==> src/rtl/cmd_phy.sv <==
// -----------------------------------------------------------------------------
// cmd_phy -- bit-level CMD-line engine of the SD host.
//
// Sends a 48-bit command frame (start, transmission bit, index, argument,
// CRC7, end bit) MSB first. It then turns the pad around, waits for the
// card's start bit with a timeout, and deserializes a 48-bit or 136-bit
// response. Completion, timeout and CRC status go back to the command
// controller.
//
// Build option:
//   CMD_PHY_CRC_CHECK_EN  defined   : CRC7 of 48-bit responses is checked;
//                                     crc_err is set on mismatch.
//                         undefined : receive CRC logic omitted, crc_err = 0.
//   The transmit CRC is always generated.
//
// Parameters:
//   TIMEOUT           sd_clock cycles waited for the response start bit.
//
// Ports:
//   sd_clock          card clock; all logic runs on the rising edge
//   reset             asynchronous, active-high reset
//   strobe_in         start request, sampled only in IDLE
//   cmd_index[5:0]    command index
//   cmd_arg[31:0]     command argument
//   resp_none         1: no response expected
//   resp_long         1: 136-bit (R2) response, else 48-bit
//   pad_output_input  pad direction, 1 = host drives the line
//   pad_enable        pad output enable
//   pad_data_in       serial bit to the pad
//   pad_data_out      serial bit from the pad (line value)
//   busy              high from the accepted strobe until done
//   done              one-cycle completion pulse
//   timeout_err       response start bit timed out; valid with done
//   crc_err           response CRC mismatch; valid with done
//   resp_data[127:0]  captured response payload
//
// State table:
//   state        | meaning
//   S_IDLE       | pad released, waiting for strobe_in
//   S_SEND       | driving the 48 command bits onto the line
//   S_WAIT_START | pad released, waiting for the card start bit
//   S_RECV       | shifting in the remaining response bits
//   S_DONE       | done pulse cycle, back to idle next
// -----------------------------------------------------------------------------
module cmd_phy #(
  parameter int TIMEOUT = 64
) (
  input  logic         sd_clock,
  input  logic         reset,
  input  logic         strobe_in,
  input  logic [5:0]   cmd_index,
  input  logic [31:0]  cmd_arg,
  input  logic         resp_none,
  input  logic         resp_long,
  output logic         pad_output_input,
  output logic         pad_enable,
  output logic         pad_data_in,
  input  logic         pad_data_out,
  output logic         busy,
  output logic         done,
  output logic         timeout_err,
  output logic         crc_err,
  output logic [127:0] resp_data
);

  localparam int WAIT_W = (TIMEOUT > 1) ? $clog2(TIMEOUT) : 1;

  typedef enum logic [2:0] {
    S_IDLE,
    S_SEND,
    S_WAIT_START,
    S_RECV,
    S_DONE
  } state_t;

  // Serial CRC7, polynomial x^7 + x^3 + 1, initial value 0, MSB first.
  function automatic logic [6:0] crc7_calc(input logic [39:0] data);
    logic [6:0] crc;
    logic       fb;
    crc = '0;
    for (int i = 39; i >= 0; i--) begin
      fb  = data[i] ^ crc[6];
      crc = {crc[5:0], 1'b0} ^ (fb ? 7'h09 : 7'h00);
    end
    return crc;
  endfunction

  state_t              state;
  logic [46:0]         tx_sr;      // bits still to send after the one on the pad
  logic [7:0]          bit_cnt;    // bits left in the current SEND/RECV phase
  logic [WAIT_W-1:0]   wait_cnt;   // start-bit timeout, counts down to 0
  logic [126:0]        rx_sr;      // response bits received so far (start bit dropped)
  logic                none_q;
  logic                long_q;

  logic [39:0]         tx_hdr;
  logic [47:0]         tx_frame;

  assign tx_hdr   = {2'b01, cmd_index, cmd_arg};
  assign tx_frame = {tx_hdr, crc7_calc(tx_hdr), 1'b1};

`ifndef CMD_PHY_CRC_CHECK_EN
  assign crc_err = 1'b0;
`endif

  always_ff @(posedge sd_clock or posedge reset) begin
    if (reset) begin
      state            <= S_IDLE;
      pad_output_input <= 1'b0;
      pad_enable       <= 1'b0;
      pad_data_in      <= 1'b1;
      busy             <= 1'b0;
      done             <= 1'b0;
      timeout_err      <= 1'b0;
`ifdef CMD_PHY_CRC_CHECK_EN
      crc_err          <= 1'b0;
`endif
      resp_data        <= '0;
      tx_sr            <= '0;
      bit_cnt          <= '0;
      wait_cnt         <= '0;
      rx_sr            <= '0;
      none_q           <= 1'b0;
      long_q           <= 1'b0;
    end else begin
      done <= 1'b0;
      case (state)
        S_IDLE: begin
          if (strobe_in) begin
            none_q           <= resp_none;
            long_q           <= resp_long;
            timeout_err      <= 1'b0;
`ifdef CMD_PHY_CRC_CHECK_EN
            crc_err          <= 1'b0;
`endif
            resp_data        <= '0;
            // Start bit goes out in the first SEND cycle; the rest is queued.
            pad_output_input <= 1'b1;
            pad_enable       <= 1'b1;
            pad_data_in      <= tx_frame[47];
            tx_sr            <= tx_frame[46:0];
            bit_cnt          <= 8'd47;
            busy             <= 1'b1;
            state            <= S_SEND;
          end
        end

        S_SEND: begin
          if (bit_cnt == 8'd0) begin
            // End bit has been on the line this cycle: turn the pad around.
            pad_output_input <= 1'b0;
            pad_enable       <= 1'b0;
            pad_data_in      <= 1'b1;
            if (none_q) begin
              busy  <= 1'b0;
              done  <= 1'b1;
              state <= S_DONE;
            end else begin
              wait_cnt <= WAIT_W'(TIMEOUT - 1);
              state    <= S_WAIT_START;
            end
          end else begin
            pad_data_in <= tx_sr[46];
            tx_sr       <= {tx_sr[45:0], 1'b0};
            bit_cnt     <= bit_cnt - 1'b1;
          end
        end

        S_WAIT_START: begin
          if (!pad_data_out) begin
            rx_sr   <= '0;
            bit_cnt <= long_q ? 8'd134 : 8'd46;
            state   <= S_RECV;
          end else if (wait_cnt == '0) begin
            timeout_err <= 1'b1;
            busy        <= 1'b0;
            done        <= 1'b1;
            state       <= S_DONE;
          end else begin
            wait_cnt <= wait_cnt - 1'b1;
          end
        end

        S_RECV: begin
          rx_sr <= {rx_sr[125:0], pad_data_out};
          if (bit_cnt == 8'd0) begin
            // The bit arriving now is the end bit; rx_sr already holds
            // frame bits 127..1 (long) or 46..1 (short).
            if (long_q) begin
              resp_data <= {rx_sr, 1'b0};
            end else begin
              resp_data <= {90'd0, rx_sr[44:7]};
            end
`ifdef CMD_PHY_CRC_CHECK_EN
            crc_err <= !long_q &&
                       (crc7_calc({1'b0, rx_sr[45:7]}) != rx_sr[6:0]);
`endif
            busy  <= 1'b0;
            done  <= 1'b1;
            state <= S_DONE;
          end else begin
            bit_cnt <= bit_cnt - 1'b1;
          end
        end

        S_DONE: begin
          state <= S_IDLE;
        end

        default: begin
          state <= S_IDLE;
        end
      endcase
    end
  end

endmodule

==> config.mk <==
export PLATFORM = sky130hd
export DESIGN_NAME = cmd_phy
export DESIGN_NICKNAME = d
export VERILOG_FILES = /design/src/rtl/cmd_phy.sv
export SDC_FILE = /design/constraint.sdc
export NUM_CORES = 1
export LEC_CHECK = 0
export ABC_CLOCK_PERIOD_IN_PS = 21500
export BUFFER_PORTS_ARGS = -buffer_cell sky130_fd_sc_hd__buf_2
export CAP_MARGIN = 10
export CORE_MARGIN = 4
export CORE_UTILIZATION = 30
export DETAILED_ROUTE_END_ITERATION = 16
export SLEW_MARGIN = 20
export SYNTH_ARGS = -nofsm -noshare
export SYNTH_HDL_FRONTEND = slang
export SYNTH_SLANG_ARGS = --single-unit
==> constraint.sdc <==
create_clock -name sd_clock -period 21.5 [get_ports sd_clock]
set_input_delay 3.225 -clock sd_clock [delete_from_list [all_inputs] [get_ports sd_clock]]
set_output_delay 3.225 -clock sd_clock [all_outputs]
set_load 0.01 [all_outputs]
# Word-level counts from Yosys, hierarchy flattened

Index checks and enable logic that the tools add are counted.

$add $sub $neg: 2
Multiply operators: 0
Div/mod/pow operators: 0
Order comparisons: 0
Equality and inequality tests: 15
Shift operators: 0
Multiplexer cells: 84
Bitwise operators: 75
Reductions and logical operators: 22

Operator list:

| kind                  | number |
|---|---|
| $mux W128             | 3 |
| $pmux W128 S2         | 1 |
| $pmux W127 S2         | 1 |
| $xor A7 B4 Y7         | 36 |
| $mux W4               | 38 |
| $mux W127             | 1 |
| $mux W47              | 2 |
| $pmux W47 S2          | 1 |
| $xor A1 B1 Y1         | 35 |
| $mux W8               | 4 |
| $mux W6               | 4 |
| $pmux W8 S3           | 1 |
| $ne A2 B2 Y1 const B  | 11 |
| $mux W3               | 6 |
| $mux W1               | 15 |
| $pmux W3 S4           | 1 |
| $pmux W6 S2           | 1 |
| $reduce_and A4 Y1     | 3 |
| $reduce_bool A2 Y1    | 5 |
| $reduce_and A3 Y1     | 3 |
| $logic_not A8 Y1      | 1 |
| $sub A8 B1 Y8 const B | 1 |
| $reduce_and A7 Y1     | 1 |
| $eq A3 B2 Y1 const B  | 2 |
| 16 further kinds      | 21 |

Register bits after elaboration: 326
Bits in latches: 0
Bits in writable memories: 0
Bits in read-only memories: 0
Logic and storage cells: 211
Memories kept: 0

# Longest topological paths before layout

Word-level depth: 111
Depth in mapped cells: 11
Gate-level depth less buffers: 8

# Least setup slack after synthesis

No wires, ideal clock.

Path type: input to register
From: in cmd_index[0]
To: reg tx_sr[4]
Library setup time: 144 ps
Arrival time: 5075 ps
Path slack: 16282 ps
Cell stages on the path: 7
Buffers on the path: 1
Cells stage by stage: buf_4 > xor2_1 > xnor3_2 > xor3_1 > xnor3_2 > xnor2_1 > o221ai_1

Word-level cells in the longest chain between the ends: 53
Elaborated cells between the ends (all ways): 71

Ends and longest elaborated chain:

| what                         | RTL line | source |
|---|---|---|
| start: declaration           | 51       | `input logic [5:0] cmd_index,` |
| $xor A1 B1 Y1 *              | 82       | `fb = data[i] ^ crc[6];` |
| $mux W4 *                    | 83       | `crc = {crc[5:0], 1'b0} ^ (fb ? 7'h09 : 7'h00);` |
| $xor A7 B4 Y7 * (4 in a row) | 83       |  |
| $xor A1 B1 Y1                | 82       |  |
| $mux W4                      | 83       |  |
| $xor A7 B4 Y7 * (4 in a row) | 83       |  |
| $xor A1 B1 Y1                | 82       |  |
| $mux W4                      | 83       |  |
| [28 not listed]              | --       |  |
| $xor A1 B1 Y1                | 82       |  |
| $mux W4                      | 83       |  |
| $xor A7 B4 Y7 * (4 in a row) | 83       |  |
| $xor A1 B1 Y1                | 82       |  |
| $mux W4                      | 83       |  |
| $xor A7 B4 Y7 *              | 83       |  |
| $mux W47 *                   | 129      | `if (strobe_in) begin` |
| $pmux W47 S2 *               | 127      | `case (state)` |
| end signal: assignment       | 141      | `tx_sr <= tx_frame[46:0];` |
| end signal: assignment       | 164      | `tx_sr <= {tx_sr[45:0], 1'b0};` |
| end: declaration             | 89       | `logic [46:0] tx_sr;` |

Every way passes the cells marked *; elsewhere a longest branch is shown, timed or not. The select of a mux whose other input is x is not followed.
A chain may end at the register's enable or synchronous reset.

==> flow_summary.toml <==
[run_status]
outcome = "finished clean"

[grt]
grt_max_degree = 118
antenna_found_initial = 0
wire_length_of_the_first_global_routing_pass_um = 55100
global_route.overflow_total = 0
first_global_vias = 9975
groute.usage.overall_pct = 13.2

[pwr]
power_frac_clock_pct = 33.1
net_load_switching_power_uw = 623
power.internal_mw = 1.27
peakVddDrop_mv = 0.0730
power_per_cell_area_mw_per_mm2 = 113
part_of_the_total_power_dissipated_in_combinational_logic_pct = 26.7
p_leak_nw = 8.12
sequentialPowerShare_pct = 40.2
net_sw_share_pct = 32.9

[timing]
final-max-slew-violation-count = 0
tightest_slew_ns = 1.02
max_freq_mhz = 166
maxSlewHeadroom_pct = 31.8
fin_skew_ns = 0.0142
timing.setup.tns_ns = 0
period_minus_slack_ns = 6.03
finalSetupViolations = 0
hold_violations = 0
share_of_the_cycle_needed_by_the_critical_path_after_routing_pct = 28.1
rsz0062_at_grt = "false"

[setup_path]
cp-end-kind = "async pin"
timing.critical_path.max_delay_family = "buffers and inverters"
r2r.worst_path.cells = 8
worst_r2r_setup_slack_ns = 17.99
critical-path-slowest-cell = "sky130_fd_sc_hd__buf_4"
timing.critical_path.fanout_max = 110
crit_arrival_ns = 6.55
critical_path.most_common_cell = "sky130_fd_sc_hd__buf_4"
buffer_and_inverter_count_on_the_worst_path = 5
path_depth = 5
crit_end = "rx_sr[125]"
critical_path_class = "primary input to async pin"
worst_ep_required_time_ns = 22.02
cpPeakStageDelay_ns = 0.90
cp-start-kind = "primary input"
critical_path.startpoint = "reset"
worstPathCellList = "buf_2 > inv_8 > buf_4 > buf_4 > buf_4"
worst_r2r_endpoint = "resp_data[81]"
worstReg2RegStart = "bit_cnt[0]"

[routing]
detail_route.wl_per_cell_um = 16.5
drt_pre_antenna_iters = 4
avgViaCountPerCell = 4.83
detailroute.via_count = 9820
initialDrtViolationCount = 649
drcViolationCount = 0
detail_route.wirelength_um = 33600
ant_nets = 0

[clock_tree]
h-tree-depth = 2
cts_resized = 0
clkSlewWorstSetupHoldPaths_ns = 0.06
cts_tree = "done"
clock-root-buffer = "sky130_fd_sc_hd__clkbuf_16"
post-cts-setup-buffers = 0
clk-insertion-delay-late_ns = 0.53
total_clock_sinks = 326
num_cts_buffers = 37
cts-root-to-sink-buffers = 3
cts_hold_buf = 0

[flow_run]
max_cap_viol_count = 0

[yosys]
synth_flop_cell = "sky130_fd_sc_hd__dfrtp_1"
synth-async-reset-ratio_pct = 100
ys.warnings.count = 0
syn-cell-area_sq_mm = 0.0141
ys_types = 47
synth_seq_area_share_pct = 57.9
postSynthRegisterBits = 326
post_synthesis_cell_count = 1263
mappedNetlistNets = 1311
synth-edff-count = 0
avgSynthCellArea_sq_um = 11.2

[die]
core_region_area_sq_mm = 0.0465
fp-row-count = 79
chipHeight_um = 225
die_area_sq_mm = 0.0505
die_x_um = 225
io_pins = 179
floorplan.initialDensity_pct = 30.3

[layout]
multi_input_comb_area_sq_mm = 0.00556
filler_cell_count = 4642
layoutNonFillerInstCount = 2034
final_nets = 1445
area_growth_syn_to_layout_pct = 19.1
layout-drive-gt1-share_pct = 19.1
final-seq-area_sq_mm = 0.00816

[placement]
numPortBuffers = 177
hpwlAfterDp_um = 21500
placed_cells = 1964
gpl.final_weighted_congestion = 0.790

[min_path]
hold_class = "flop to flop"
-- state kept, by name, indices dropped and copies added (netlist names) --
| signal | count |
|---|---|
| pad_data_in | 1 |
| rx_sr | 127 |
| timeout_err | 1 |
| pad_enable | 1 |
| busy | 1 |
| none_q | 1 |
| long_q | 1 |
| done | 1 |
| resp_data | 128 |
| bit_cnt | 8 |
| wait_cnt | 6 |
| tx_sr | 47 |
| state | 3 |
-- power by group through the flow --
stage	clock [mW]	sequential, mW	combinational, mW
CTS	0.650	0.762	0.514
global placement	0	0.769	0.503
finish	0.628	0.762	0.506
global route	0.675	0.773	0.563
floorplan	0	0.750	0.406
detailed placement	0	0.772	0.511
-- final cells by class --
type | count | area share, %
diodes | 1 | 0.0149
clock buffers | 59 | 6.98
clock inverters | 9 | 0.313
inverters | 10 | 0.268
multi-input cells | 829 | 33.1
flip-flops and latches | 326 | 48.6
well taps | 607 | 4.53
repair buffers | 193 | 6.14
-- metrics by stage --
step	area, sq um	hold WS, ns	total power [mW]	setup slack (ns)	util, %
detailed placement	15500	0.463	1.28	14.67	33.4
global placement	15500	0.457	1.27	14.76	33.4
finish	16800	0.471	1.90	15.47	36.1
global route	16800	0.500	2.01	14.83	36.1
floorplan	14100	0.450	1.16	9.25	-
CTS	16700	0.476	1.93	15.25	36.1
-- worst reg2reg max path, cell delays in order, from the launching register on --
cell and delay [ns]:
sky130_fd_sc_hd__dfrtp_1 0.39, sky130_fd_sc_hd__inv_1 0.09, sky130_fd_sc_hd__ha_1 0.20, sky130_fd_sc_hd__nor4b_1 0.16, sky130_fd_sc_hd__and2_1 0.28, sky130_fd_sc_hd__a31oi_4 0.51
sky130_fd_sc_hd__buf_6 0.65, sky130_fd_sc_hd__buf_4 0.82, sky130_fd_sc_hd__o21ai_0 0.26
-- metal layers --
metal	vias to the layer above	GRT usage (%)	part of all wire, %
met5	-	0	0
met4	0	3.89	2.2
met3	52	2.68	4.7
met2	201	20.8	46
met1	4867	18.6	47
li1	4700	-	-
-- kinds of logic after synthesis --
logic type,synth area share (%)
AO/OA/AOI/OAI,16.8
buffers and inverters,2.97
multiplexers,5.63
AND/OR/NAND/NOR,9.23
adder cells (fa/ha/maj),0.355
XOR/XNOR,7.05
flip-flops,57.9
other,0.0266
-- cell usage after synthesis, types with 3 or more instances --
| master | n | area [sq um] |
|---|---|---|
| sky130_fd_sc_hd__buf_4 | 3 | 22.5 |
| sky130_fd_sc_hd__xnor3_2 | 3 | 71.3 |
| sky130_fd_sc_hd__xor2_1 | 15 | 131 |
| sky130_fd_sc_hd__xnor3_1 | 15 | 338 |
| sky130_fd_sc_hd__nor2_1 | 16 | 60.1 |
| sky130_fd_sc_hd__dfrtp_1 | 325 | 8130 |
| sky130_fd_sc_hd__mux2i_1 | 77 | 771 |
| sky130_fd_sc_hd__clkbuf_1 | 86 | 323 |
| sky130_fd_sc_hd__a21oi_1 | 14 | 70.1 |
| sky130_fd_sc_hd__nand2b_1 | 3 | 18.8 |
| sky130_fd_sc_hd__xnor2_1 | 29 | 254 |
| sky130_fd_sc_hd__xor3_1 | 7 | 166 |
| sky130_fd_sc_hd__o31ai_1 | 38 | 285 |
| sky130_fd_sc_hd__o21ai_0 | 140 | 701 |
| sky130_fd_sc_hd__ha_1 | 4 | 50.1 |
| sky130_fd_sc_hd__a31oi_1 | 5 | 31.3 |
| sky130_fd_sc_hd__inv_1 | 10 | 37.5 |
| sky130_fd_sc_hd__nand4_1 | 3 | 18.8 |
| sky130_fd_sc_hd__nor3_1 | 8 | 40.0 |
| sky130_fd_sc_hd__a22o_1 | 130 | 1140 |
| sky130_fd_sc_hd__buf_1 | 7 | 26.3 |
| sky130_fd_sc_hd__nand2_1 | 286 | 1070 |
| sky130_fd_sc_hd__a22oi_1 | 4 | 30.0 |
-- cell usage in the layout (no fill, tap or decap), types with 3 or more instances in the layout --
master,instances
sky130_fd_sc_hd__dfrtp_1,324
sky130_fd_sc_hd__nand2_1,286
sky130_fd_sc_hd__buf_2,177
sky130_fd_sc_hd__o21ai_0,140
sky130_fd_sc_hd__a22o_1,130
sky130_fd_sc_hd__mux2i_1,77
sky130_fd_sc_hd__clkbuf_16,39
sky130_fd_sc_hd__o31ai_1,38
sky130_fd_sc_hd__xnor2_1,29
sky130_fd_sc_hd__xor2_1,15
sky130_fd_sc_hd__xnor3_1,15
sky130_fd_sc_hd__a21oi_1,14
sky130_fd_sc_hd__buf_4,14
sky130_fd_sc_hd__nor2_1,13
sky130_fd_sc_hd__clkbuf_8,12
sky130_fd_sc_hd__inv_1,9
sky130_fd_sc_hd__nor3_1,8
sky130_fd_sc_hd__clkbuf_1,8
sky130_fd_sc_hd__xor3_1,7
sky130_fd_sc_hd__clkinv_2,7
sky130_fd_sc_hd__a31oi_1,4
sky130_fd_sc_hd__a22oi_1,4
sky130_fd_sc_hd__ha_1,4
sky130_fd_sc_hd__nand2b_1,3
sky130_fd_sc_hd__nor2_4,3
sky130_fd_sc_hd__nand4_1,3
sky130_fd_sc_hd__xnor3_2,3
-- how the worst min path moves through the flow --
| stage | from | endpoint | slack (ns) | cells after the start |
|---|---|---|---|---|
| floorplan | tx_sr[10] | tx_sr[10] | 0.45 | 2 |
| global placement | resp_data[31] | resp_data[31] | 0.46 | 2 |
| detailed placement | resp_data[8] | resp_data[8] | 0.46 | 2 |
| CTS | resp_data[8] | resp_data[8] | 0.48 | 2 |
| global route | resp_data[9] | resp_data[9] | 0.50 | 2 |
| finish | resp_data[125] | resp_data[125] | 0.47 | 2 |
No activity file was read; power rests on OpenSTA's default activity.
